### src/rtl/dmem_ctrl.sv
// Round-robin CPU/debug arbiter and sequencer for a single-port, synchronous-read word memory.
// Sub-word stores are handled as read-modify-write; sub-word loads are lane-extracted and extended.
module dmem_ctrl #(
    parameter int DATA_WIDTH    = 32,
    parameter int ADDRESS_WIDTH = 10
) (
    input  logic                     clk,
    input  logic                     rst_n,
    input  logic                     cpu_req,
    input  logic                     cpu_we,
    input  logic [31:0]              cpu_addr,
    input  logic [1:0]               cpu_size,
    input  logic                     cpu_unsigned,
    input  logic [DATA_WIDTH-1:0]    cpu_wdata,
    output logic                     cpu_ack,
    output logic                     cpu_err,
    output logic [DATA_WIDTH-1:0]    cpu_rdata,
    input  logic                     dbg_req,
    input  logic                     dbg_we,
    input  logic [31:0]              dbg_addr,
    input  logic [1:0]               dbg_size,
    input  logic                     dbg_unsigned,
    input  logic [DATA_WIDTH-1:0]    dbg_wdata,
    output logic                     dbg_ack,
    output logic                     dbg_err,
    output logic [DATA_WIDTH-1:0]    dbg_rdata,
    output logic [ADDRESS_WIDTH-1:0] mem_a,
    output logic                     mem_we,
    output logic [DATA_WIDTH-1:0]    mem_wd,
    input  logic [DATA_WIDTH-1:0]    mem_rd
);

    typedef enum logic [2:0] {IDLE, READ, MERGE, WRITE, DONE} state_t;

    state_t                   state_reg, state_next;
    logic                     last_dbg_reg;
    logic                     gnt_dbg_reg;
    logic                     we_reg;
    logic                     uns_reg;
    logic                     err_reg;
    logic [1:0]               size_reg;
    logic [1:0]               lane_reg;
    logic [ADDRESS_WIDTH-1:0] idx_reg;
    logic [DATA_WIDTH-1:0]    wr_word_reg;
    logic [DATA_WIDTH-1:0]    cpu_rdata_reg;
    logic [DATA_WIDTH-1:0]    dbg_rdata_reg;

    logic                     any_req;
    logic                     pick_dbg;
    logic                     s_we;
    logic                     s_uns;
    logic                     s_err;
    logic [31:0]              s_addr;
    logic [1:0]               s_size;
    logic [DATA_WIDTH-1:0]    s_wdata;
    logic [7:0]               sel_byte;
    logic [15:0]              sel_half;
    logic [DATA_WIDTH-1:0]    load_val;
    logic [DATA_WIDTH-1:0]    merged;
    logic                     unused_addr_hi;

    // On a tie the port that was not granted last wins.
    always_comb begin
        any_req  = cpu_req | dbg_req;
        pick_dbg = dbg_req & (~cpu_req | ~last_dbg_reg);
        if (pick_dbg) begin
            s_we    = dbg_we;
            s_addr  = dbg_addr;
            s_size  = dbg_size;
            s_uns   = dbg_unsigned;
            s_wdata = dbg_wdata;
        end else begin
            s_we    = cpu_we;
            s_addr  = cpu_addr;
            s_size  = cpu_size;
            s_uns   = cpu_unsigned;
            s_wdata = cpu_wdata;
        end
        s_err = (s_size == 2'b11)
              | ((s_size == 2'b01) & s_addr[0])
              | ((s_size == 2'b10) & (|s_addr[1:0]));
    end

    // Address bits above the array are deliberately dropped so accesses wrap.
    assign unused_addr_hi = ^s_addr[31:ADDRESS_WIDTH+2];

    always_comb begin
        state_next = state_reg;
        case (state_reg)
            IDLE: begin
                if (any_req) begin
                    if (s_err)                state_next = DONE;
                    else if (!s_we)           state_next = READ;
                    else if (s_size == 2'b10) state_next = WRITE;
                    else                      state_next = READ;
                end
            end
            READ:    state_next = MERGE;
            MERGE:   state_next = we_reg ? WRITE : DONE;
            WRITE:   state_next = DONE;
            DONE:    state_next = IDLE;
            default: state_next = IDLE;
        endcase
    end

    always_comb begin
        case (lane_reg)
            2'd0:    sel_byte = mem_rd[7:0];
            2'd1:    sel_byte = mem_rd[15:8];
            2'd2:    sel_byte = mem_rd[23:16];
            default: sel_byte = mem_rd[31:24];
        endcase
        sel_half = lane_reg[1] ? mem_rd[31:16] : mem_rd[15:0];
        case (size_reg)
            2'b00:   load_val = {{24{~uns_reg & sel_byte[7]}}, sel_byte};
            2'b01:   load_val = {{16{~uns_reg & sel_half[15]}}, sel_half};
            default: load_val = mem_rd;
        endcase
    end

    // Store data stays right-aligned in wr_word_reg until MERGE folds it into the read word.
    genvar gi;
    generate
        for (gi = 0; gi < 4; gi++) begin : g_lane
            localparam logic [1:0] LANE = 2'(gi);
            logic byte_hit;
            logic half_hit;
            assign byte_hit = (size_reg == 2'b00) && (lane_reg == LANE);
            assign half_hit = (size_reg == 2'b01) && (lane_reg[1] == LANE[1]);
            assign merged[gi*8 +: 8] = byte_hit ? wr_word_reg[7:0]
                                     : half_hit ? wr_word_reg[(gi%2)*8 +: 8]
                                     : mem_rd[gi*8 +: 8];
        end
    endgenerate

    always_ff @(posedge clk or negedge rst_n) begin
        if (!rst_n) begin
            state_reg     <= IDLE;
            last_dbg_reg  <= 1'b1;
            gnt_dbg_reg   <= 1'b0;
            we_reg        <= 1'b0;
            uns_reg       <= 1'b0;
            err_reg       <= 1'b0;
            size_reg      <= 2'b00;
            lane_reg      <= 2'b00;
            idx_reg       <= '0;
            wr_word_reg   <= '0;
            cpu_rdata_reg <= '0;
            dbg_rdata_reg <= '0;
        end else begin
            state_reg <= state_next;
            case (state_reg)
                IDLE: begin
                    if (any_req) begin
                        gnt_dbg_reg  <= pick_dbg;
                        last_dbg_reg <= pick_dbg;
                        we_reg       <= s_we;
                        uns_reg      <= s_uns;
                        err_reg      <= s_err;
                        size_reg     <= s_size;
                        lane_reg     <= s_addr[1:0];
                        idx_reg      <= s_addr[ADDRESS_WIDTH+1:2];
                        wr_word_reg  <= s_wdata;
                    end
                end
                MERGE: begin
                    if (we_reg)           wr_word_reg   <= merged;
                    else if (gnt_dbg_reg) dbg_rdata_reg <= load_val;
                    else                  cpu_rdata_reg <= load_val;
                end
                default: ;
            endcase
        end
    end

    assign cpu_ack   = (state_reg == DONE) & ~gnt_dbg_reg;
    assign dbg_ack   = (state_reg == DONE) &  gnt_dbg_reg;
    assign cpu_err   = cpu_ack & err_reg;
    assign dbg_err   = dbg_ack & err_reg;
    assign cpu_rdata = cpu_rdata_reg;
    assign dbg_rdata = dbg_rdata_reg;
    assign mem_a     = idx_reg;
    assign mem_we    = (state_reg == WRITE);
    assign mem_wd    = wr_word_reg;

endmodule

### config.mk
export PLATFORM = sky130hd
export DESIGN_NAME = dmem_ctrl
export DESIGN_NICKNAME = d
export VERILOG_FILES = /design/src/rtl/dmem_ctrl.sv
export SDC_FILE = /design/constraint.sdc
export NUM_CORES = 1
export LEC_CHECK = 0
export ABC_AREA = 1
export CAP_MARGIN = 20
export CORE_MARGIN = 5
export CORE_UTILIZATION = 43
export CTS_CLUSTER_SIZE = 10
export DETAILED_ROUTE_END_ITERATION = 12
export GPL_ROUTABILITY_DRIVEN = 1
export PLACE_DENSITY = 0.82
export SLEW_MARGIN = 20
export SYNTH_ARGS = -nofsm -noshare
export SYNTH_HDL_FRONTEND = slang
export SYNTH_SLANG_ARGS = --single-unit
### constraint.sdc
create_clock -name clk -period 2.2 [get_ports clk]
set_clock_uncertainty 0.2 [all_clocks]
set_input_delay 0.22 -clock clk [delete_from_list [all_inputs] [get_ports clk]]
set_output_delay 0.22 -clock clk [all_outputs]
set_load 0.02 [all_outputs]
---- Word level (Yosys, flattened, before mapping) ----
Cells that the tools add are included.
storage, ports and cells
  register bits ........................... 118
  bits of input ports ..................... 172
  output and inout port bits .............. 111
  logic and storage cells ................. 91
operators by class
  equal/unequal tests ..................... 16
  muxes and demuxes ....................... 25
  bitwise logic cells ..................... 19
  reductions and logical operators ........ 17
operators with widths
  operator                                       count
  case mux 32 bit (2 select lines)               2
  two-way mux 32 bit                             3
  two-way mux 8 bit                              8
  case mux 8 bit (3 select lines)                1
  two-way mux 16 bit                             1
  two-way mux 12 bit                             1
  case mux 3 bit (4 select lines)                1
  bitwise AND 1 bit                              9
  two-way mux 3 bit                              3
  AND reduction 3 bit                            3
  == test 2 bit, second input constant           4
  inequality test 2 bit, second input constant   4
  == test 2 x 1 -> 1 bit, second input constant  3
  == test 3 x 2 -> 1 bit, second input constant  2
  logical AND 1 bit                              6
  two-way mux 2 bit                              3
  inverter 1 bit                                 6
  AND reduction 5 bit                            1
  zero test 2 bit                                2
  bitwise OR 1 bit                               4
  AND reduction 4 bit                            1
  == test 3 x 1 -> 1 bit, second input constant  1
  == test 3 bit, second input constant           1
  zero test 3 bit                                1
  other kinds (5)                                6

---- Depth between registers and ports, before layout ----
Gate-level depths: netlist (run 1).
  word-level depth ........................ 11
  gate-level depth with buffers ........... 11
  gate-level depth less buffers ........... 10

---- Worst setup path after synthesis (run 1) ----
Ideal clock, no wire load.
  kind .................................... reg2reg
  from .................................... reg lane_reg[0]
  to ...................................... reg wr_word_reg[19], in the netlist mem_wd[19]
  setup time .............................. 0.117 ns
  data arrival time ....................... 1.372 ns
  data required time ...................... 1.883 ns
  path slack .............................. 0.512 ns
  stages on the path, launching flop included .. 11
  path buffers ............................ 2
  clock period less this slack ............ 1.688 ns
  path through ............................ dfrtp_1 -> buf_4 -> nor2_1 -> nand2_1 -> nand2_2 -> buf_4 -> nand2_1 -> nand2_1 -> o22ai_1 -> nand2_1 -> nand2_1
on the way
  longest elaborated chain between the ends .. 5
ends and longest elaborated chain
  element                           line  RTL
  start, declared                   42    logic [1:0] lane_reg;
  start signal, assigned            161   lane_reg <= s_addr[1:0];
  == test 2 bit                     128   assign byte_hit = (size_reg == 2'b00) && (lane_reg == LANE);
  logical AND 1 bit                 128
  two-way mux 8 bit                 130   assign merged[gi*8 +: 8] = byte_hit ? wr_word_reg[7:0]
  two-way mux 32 bit                167   if (we_reg) wr_word_reg <= merged;
  case mux 32 bit (2 select lines)  152   case (state_reg)
  end signal, assigned              163   wr_word_reg <= s_wdata;
  end signal, assigned              167
  end, declared                     44    logic [DATA_WIDTH-1:0] wr_word_reg;
No other way between the ends. The select of a mux whose other input is x is not followed.
A chain may end at the register's enable or synchronous reset.

---- Worst setup path in the final report (run 1) ----
  from .................................... reg state_reg[0]
  to ...................................... out cpu_err
on the way
  longest elaborated chain between the ends .. 3
ends and longest elaborated chain
  element                 line  RTL
  start, declared         35    state_t state_reg, state_next;
  start signal, assigned  151   state_reg <= state_next;
  == test 3 bit           176   assign cpu_ack = (state_reg == DONE) & ~gnt_dbg_reg;
  bitwise AND 1 bit       176
  bitwise AND 1 bit       178   assign cpu_err = cpu_ack & err_reg;
  end, declared           16    output logic cpu_err,
No other way between the ends.

==> impl_metrics.tcl, run 1 <==
set metrics [dict create \
    synth_enable_flop_cells 0 \
    status "complete, no violations" \
    synth_top_area_cell "dfrtp_1" \
    wl_per_cell_um 17.1 \
    synthXorXnorAreaFrac_pct 0 \
    synthTopCellsByCount "nand2_1 (416), dfrtp_1 (117), o21ai_0 (86), nand3_1 (60), nor2_1 (60)" \
    remaining_drc_errors 0 \
    synthAdderAreaFrac_pct 0 \
    ys_seq_area_share_pct 45.4 \
    die_x_um 133 \
    hpwl_um 17300 \
    area_growth_pct 49.6 \
    synth_top_family_by_area "simple AND/OR/NAND/NOR gates" \
    drive_gt1_share_pct 6.94 \
    netlist.area_leader.share_pct 45.0 \
    maxCapViolations 0 \
    crit_chain "inv_1 -> nand3_1 -> nor3_1 -> dlygate4sd2_1" \
    worst_pin_slew_ns 0.659 \
    crit_fanout 4 \
    placed_area_mm2 0.00912 \
    first_pass_iters 5 \
    first_global_vias 6772 \
    drt.antenna.violating_nets 0 \
    numCtsBuffers 17 \
    synth_seq_cells 118 \
    synth_cells 930 \
    cts_root_buf "clkbuf_16" \
    grt_overflow_total 0 \
    setup-tns-final_ns 0 \
    cp.arrival_ns 1.65 \
    nets 1340 \
    synth-compound-area-share_pct 12.3 \
    cts_tree "yes" \
    slew-limit-headroom_pct 56.1 \
    min_period_ns 2.07 \
    rsz0062_at_grt "false" \
    htree_num_levels 4 \
    antenna_found_initial 0 \
    startpoint_type "flop" \
    max_stage_delay_ns 0.41 \
    routed_wl_um 23400 \
    start_util_pct 43.3 \
    port_buffers 242 \
    grt_pass1_wl_um 35500 \
    fmax_ghz 0.484 \
    powerDensity_mw_per_mm2 1490 \
    syn_avg_cell_area_um2 7.00 \
    critPathKind "flop to output port" \
    rows 45 \
    slew_violations 0 \
    cts_max_path_buffers 2 \
    die_area_mm2 0.0177 \
    synth.distinct_cells 33 \
    synthSimpleGateAreaFrac_pct 34.9 \
    vias_per_cell 5.19 \
    synthesis.nets 1102 \
    yosys-mux-area-fraction_pct 0 \
    ir_worst_vdd_v 0.000767 \
    grt_max_degree 119 \
    drt-initial-drc-count 705 \
    antennaDiodeCount 0 \
    setup_viol 0 \
    grt_use_total_pct 25.5 \
    finalPower_uw 14600 \
    cp_slowest_cell "dfrtp_1" \
    hold_viol 0 \
    insertion_delay_ns 0.42 \
    chipHeight_um 133 \
    fin_area_mm2 0.00974 \
    required_ns 1.78 \
    cts.sinks 118 \
    io_pins 283 \
    yosysMostFrequentCell "nand2_1" \
    syn_area_mm2 0.00651 \
    vias 7110 \
    synth_flop_cell "dfrtp_1" \
    synthArstFlopShare_pct 100 \
    p_leak_uw 0.00469 \
    post-route-period-util_pct 94.0 \
    synthTopCellsByArea "dfrtp_1 (45%), nand2_1 (24%), o21ai_0 (6.6%)" \
    hp-class "input pin to asynchronous set/reset pin" \
    ys_warn_count 0 \
    gp_congestion 0.956 \
    path_clk_slew_ns 0.05 \
    endpoint_kind "output port" \
    coreArea_mm2 0.0150 \
]
[through the flow]
stage	instances	utilization (%)	hold WS [ns]	setup WS [ns]
finish	1369	64.8	0.209	0.132
floorplan	930	-	-0.276	0.512
detailed placement	1334	60.7	0.166	0.0987
global route	1369	64.8	0.216	0.0332
global placement	1334	60.7	0.158	0.165
CTS	1367	64.4	0.201	0.0913
[where the power goes]
group	internal, µW	switching [µW]	leakage (µW)
Combinational	3230	4570	0.00299
Clock	1660	996	0.000272
Sequential	3270	825	0.00143
[area by class of cell]
type	instances	area (µm²)
clock buffer	24	492
inverter	61	236
sequential	118	2950
timing repair buffer	267	2650
clock inverter	8	72.6
tap	188	235
multi-input combinational	703	3100
fill	1322	5290
[logic make-up after synthesis]
family          Yosys count
flops                   118
buf+inv                 110
compound gates          144
simple gates            558
[worst paths after layout]
kind,cells after the start,endpoint,startpoint,slack (ns)
setup / recovery,4,cpu_err,state_reg[0],0.13
hold / removal,3,mem_wd[13],rst_n,0.21
setup reg to reg,7,mem_wd[21],size_reg[1],0.19
hold reg to reg,2,last_dbg_reg,last_dbg_reg,0.27
max in group asynchronous,3,mem_wd[29],rst_n,1.06
min in group clk,3,mem_a[1],dbg_addr[3],0.21
[what timing repair did]
action,in CTS,in global routing
hold endpoints to repair,117,0
cloned,0,1
pin swaps,0,1
hold buffers,1,0
setup endpoints to repair,5,56
setup buffers,0,1
gates resized for setup,5,5
[metal layers]
layer,GRT usage [%],wire length (µm),up-vias
li1,-,-,3450
met1,33.3,9570,3220
met2,39.8,10700,379
met3,6.62,2250,61
met4,11.5,877,0
met5,0,0,-
[critical path, delay by kind of cell (launching register included)]
kind / cells / cell delay, ns
flip-flops: 1 / 0.41
AND/OR/NAND/NOR: 2 / 0.33
buffers and inverters: 2 / 0.48
[layout by cell type (no fill, tap or decap), drive strengths merged, types with 5 or more instances in the layout]
cell type | synthesis | routed
nand2 | 421 | 421
o211ai | 13 | 13
dfrtp | 117 | 117
nand3 | 61 | 61
clkinvlp | 0 | 5
a31oi | 9 | 9
o22ai | 8 | 8
o21ai | 90 | 90
buf | 35 | 25
clkbuf | 14 | 24
nor2 | 64 | 64
inv | 61 | 59
a21oi | 20 | 20
dlygate4sd2 | 0 | 5
clkdlybuf4s50 | 0 | 236
Note: power is estimated with default switching activity, not from simulation.
==> run 2: changes to the inputs <==
Settings changed: REMOVE_ABC_BUFFERS set to 1.
==> run 2 against run 1 <==
  * Via count rose by 1.6%
  * Sequential power barely moved
  * Critical path depth did not move
  * Die area did not move
  * Power rose by 1.6%
  * Combinational power barely moved
  * Clock power rose by 9.8%
  * Hold slack got worse by 0.056 ns
  * Utilization rose by 0.60 points
  * Sequential share of layout area fell by 0.27 points
  * First-iteration DRC count fell by 0.28%
  * Maximum frequency fell by 0.12%
  * Largest cell class unchanged
==> impl_metrics.tcl, run 2 (synthesis gave the netlist of run 1 again) <==
set metrics [dict create \
    status "complete, no violations" \
    grt-busiest-layer "met2" \
    rsz0062_at_grt "false" \
    max_stage_delay_ns 0.42 \
    chipHeight_um 133 \
    hp-class "input pin to asynchronous set/reset pin" \
    ir_worst_vdd_v 0.000660 \
    area_growth_pct 51.0 \
    cp-endpoint "dbg_err" \
    start_util_pct 43.3 \
    antennaDiodeCount 0 \
    final_common_cell "nand2_1" \
    met3_usage_pct 6.05 \
    crit_fanout 4 \
    fmax_ghz 0.483 \
    nets 1344 \
    powerDensity_mw_per_mm2 1500 \
    cp_slowest_cell "dfrtp_1" \
    first_global_vias 6993 \
    grt_overflow_total 0 \
    setup_ws_ns 0.130 \
    grt_pass1_wl_um 36500 \
    met1_usage_pct 33.3 \
    post-route-period-util_pct 94.1 \
    min_period_ns 2.07 \
    die_x_um 133 \
    setup_viol 0 \
    path_clk_slew_ns 0.06 \
    grt_use_total_pct 25.9 \
    fin_area_mm2 0.00983 \
    startpoint "state_reg[0]" \
    antenna_found_initial 0 \
    path_buf_inv 2 \
    rows 45 \
    cp.arrival_ns 1.65 \
    vias_per_cell 5.26 \
    rr_startpoint "state_reg[2]" \
    hpwl_um 17400 \
    cts.sinks 118 \
    hold_viol 0 \
    p_leak_uw 0.00472 \
    htree_num_levels 4 \
    endpoint_kind "output port" \
    io_pins 283 \
    placed_area_mm2 0.00917 \
    drt.antenna.violating_nets 0 \
    first_pass_iters 5 \
    insertion_delay_ns 0.41 \
    port_buffers 242 \
    remaining_drc_errors 0 \
    startpoint_type "flop" \
    cts_max_path_buffers 2 \
    r2r_setup_slack_ns 0.14 \
    place_inst 1339 \
    coreArea_mm2 0.0150 \
    grt_max_degree 50 \
    cts_root_buf "clkbuf_16" \
    numCtsBuffers 17 \
    slew_violations 0 \
    crit_chain "inv_1 -> nand3_1 -> nor3_1 -> dlygate4sd2_1" \
    gp_congestion 0.895 \
    cp.depth 4 \
    required_ns 1.78 \
    regToRegEndpoint "mem_wd[12]" \
    cts_tree "yes" \
    critPathKind "flop to output port" \
    die_area_mm2 0.0177 \
    critPathTopFamily "buffers and inverters" \
    maxCapViolations 0 \
    layout_common_cells "nand2_1 (414), clkdlybuf4s50_1 (236), dfrtp_1 (116), o21ai_0 (86), nand3_1 (60)" \
    cts_setup_buffers 0 \
    drt-initial-drc-count 703 \
    slew-limit-headroom_pct 59.1 \
    preCtsSetupSlack_ns 0.0594 \
    routed_wl_um 23100 \
    vias 7224 \
    wl_per_cell_um 16.9 \
    drive_gt1_share_pct 7.68 \
    ff2ff_path_depth 7 \
    worst_pin_slew_ns 0.613 \
    grt_use_met2_pct 41.8 \
    finalNonFillerCells 1373 \
]
-- run 2: cell types whose count changed in the layout (fill, tap and decap cells not counted), sizes merged --
cell / before / now
nand4: 4 / 3
inv: 59 / 61
clkbuf: 24 / 19
clkinvlp: 5 / 7
buf: 25 / 29
bufinv: 1 / 3
-- run 2: where the power goes --
group	internal [µW]	total (µW)	switching, µW	leakage [µW]
sequential	3270	4060	792	0.00143
clock	1850	2920	1070	0.000292
combinational	3260	7810	4550	0.00300
-- run 2: layout make-up --
cell class	instances	area (µm²)
timing repair buffer	271	2680
inverter	61	236
clock buffer	19	453
sequential	118	2960
timing repair inverter	1	7.51
tap	188	235
fill	1307	5200
clock inverter	13	173
multi-input combinational	702	3090
-- run 2: repair_timing --
action                                  4_1_cts  5_1_grt
gates cloned                                  0        1
resized for setup                             5        8
hold endpoints to repair                    117        0
pin swaps                                     0        1
hold buffers                                  1        0
endpoints found under the setup margin        5       54
-- run 2: stage by stage --
step           setup TNS, ns  utilization [%]  hold WS (ns)  power (µW)
3_3_place_gp               0             61.0       0.00885       11600
5_1_grt                    0             65.4         0.170       15700
4_1_cts                    0             65.2         0.109       14800
2_1_floorplan         -11.94                -        -0.276        8070
6_report                   0             65.4         0.153       14800
3_5_place_dp               0             61.0       0.00978       11800
-- run 2: how the worst min path moves through the flow --
stage | to | start | slack, ns
final | mem_wd[29] | rst_n | 0.15
after global routing | dbg_rdata[9] | rst_n | 0.17
after CTS | dbg_rdata[9] | rst_n | 0.11
after detailed placement | mem_wd[29] | rst_n | 0.01
after global placement | mem_wd[29] | rst_n | 0.009
after floorplan | cpu_rdata[0] | rst_n | -0.28
-- run 2: layer usage --
layer,share of wire (%),wire length (µm),vias up
met3,8.6,1980,65
met1,40,9290,3342
met2,47,11000,365
li1,-,-,3452
met5,0,0,-
met4,3.9,902,0
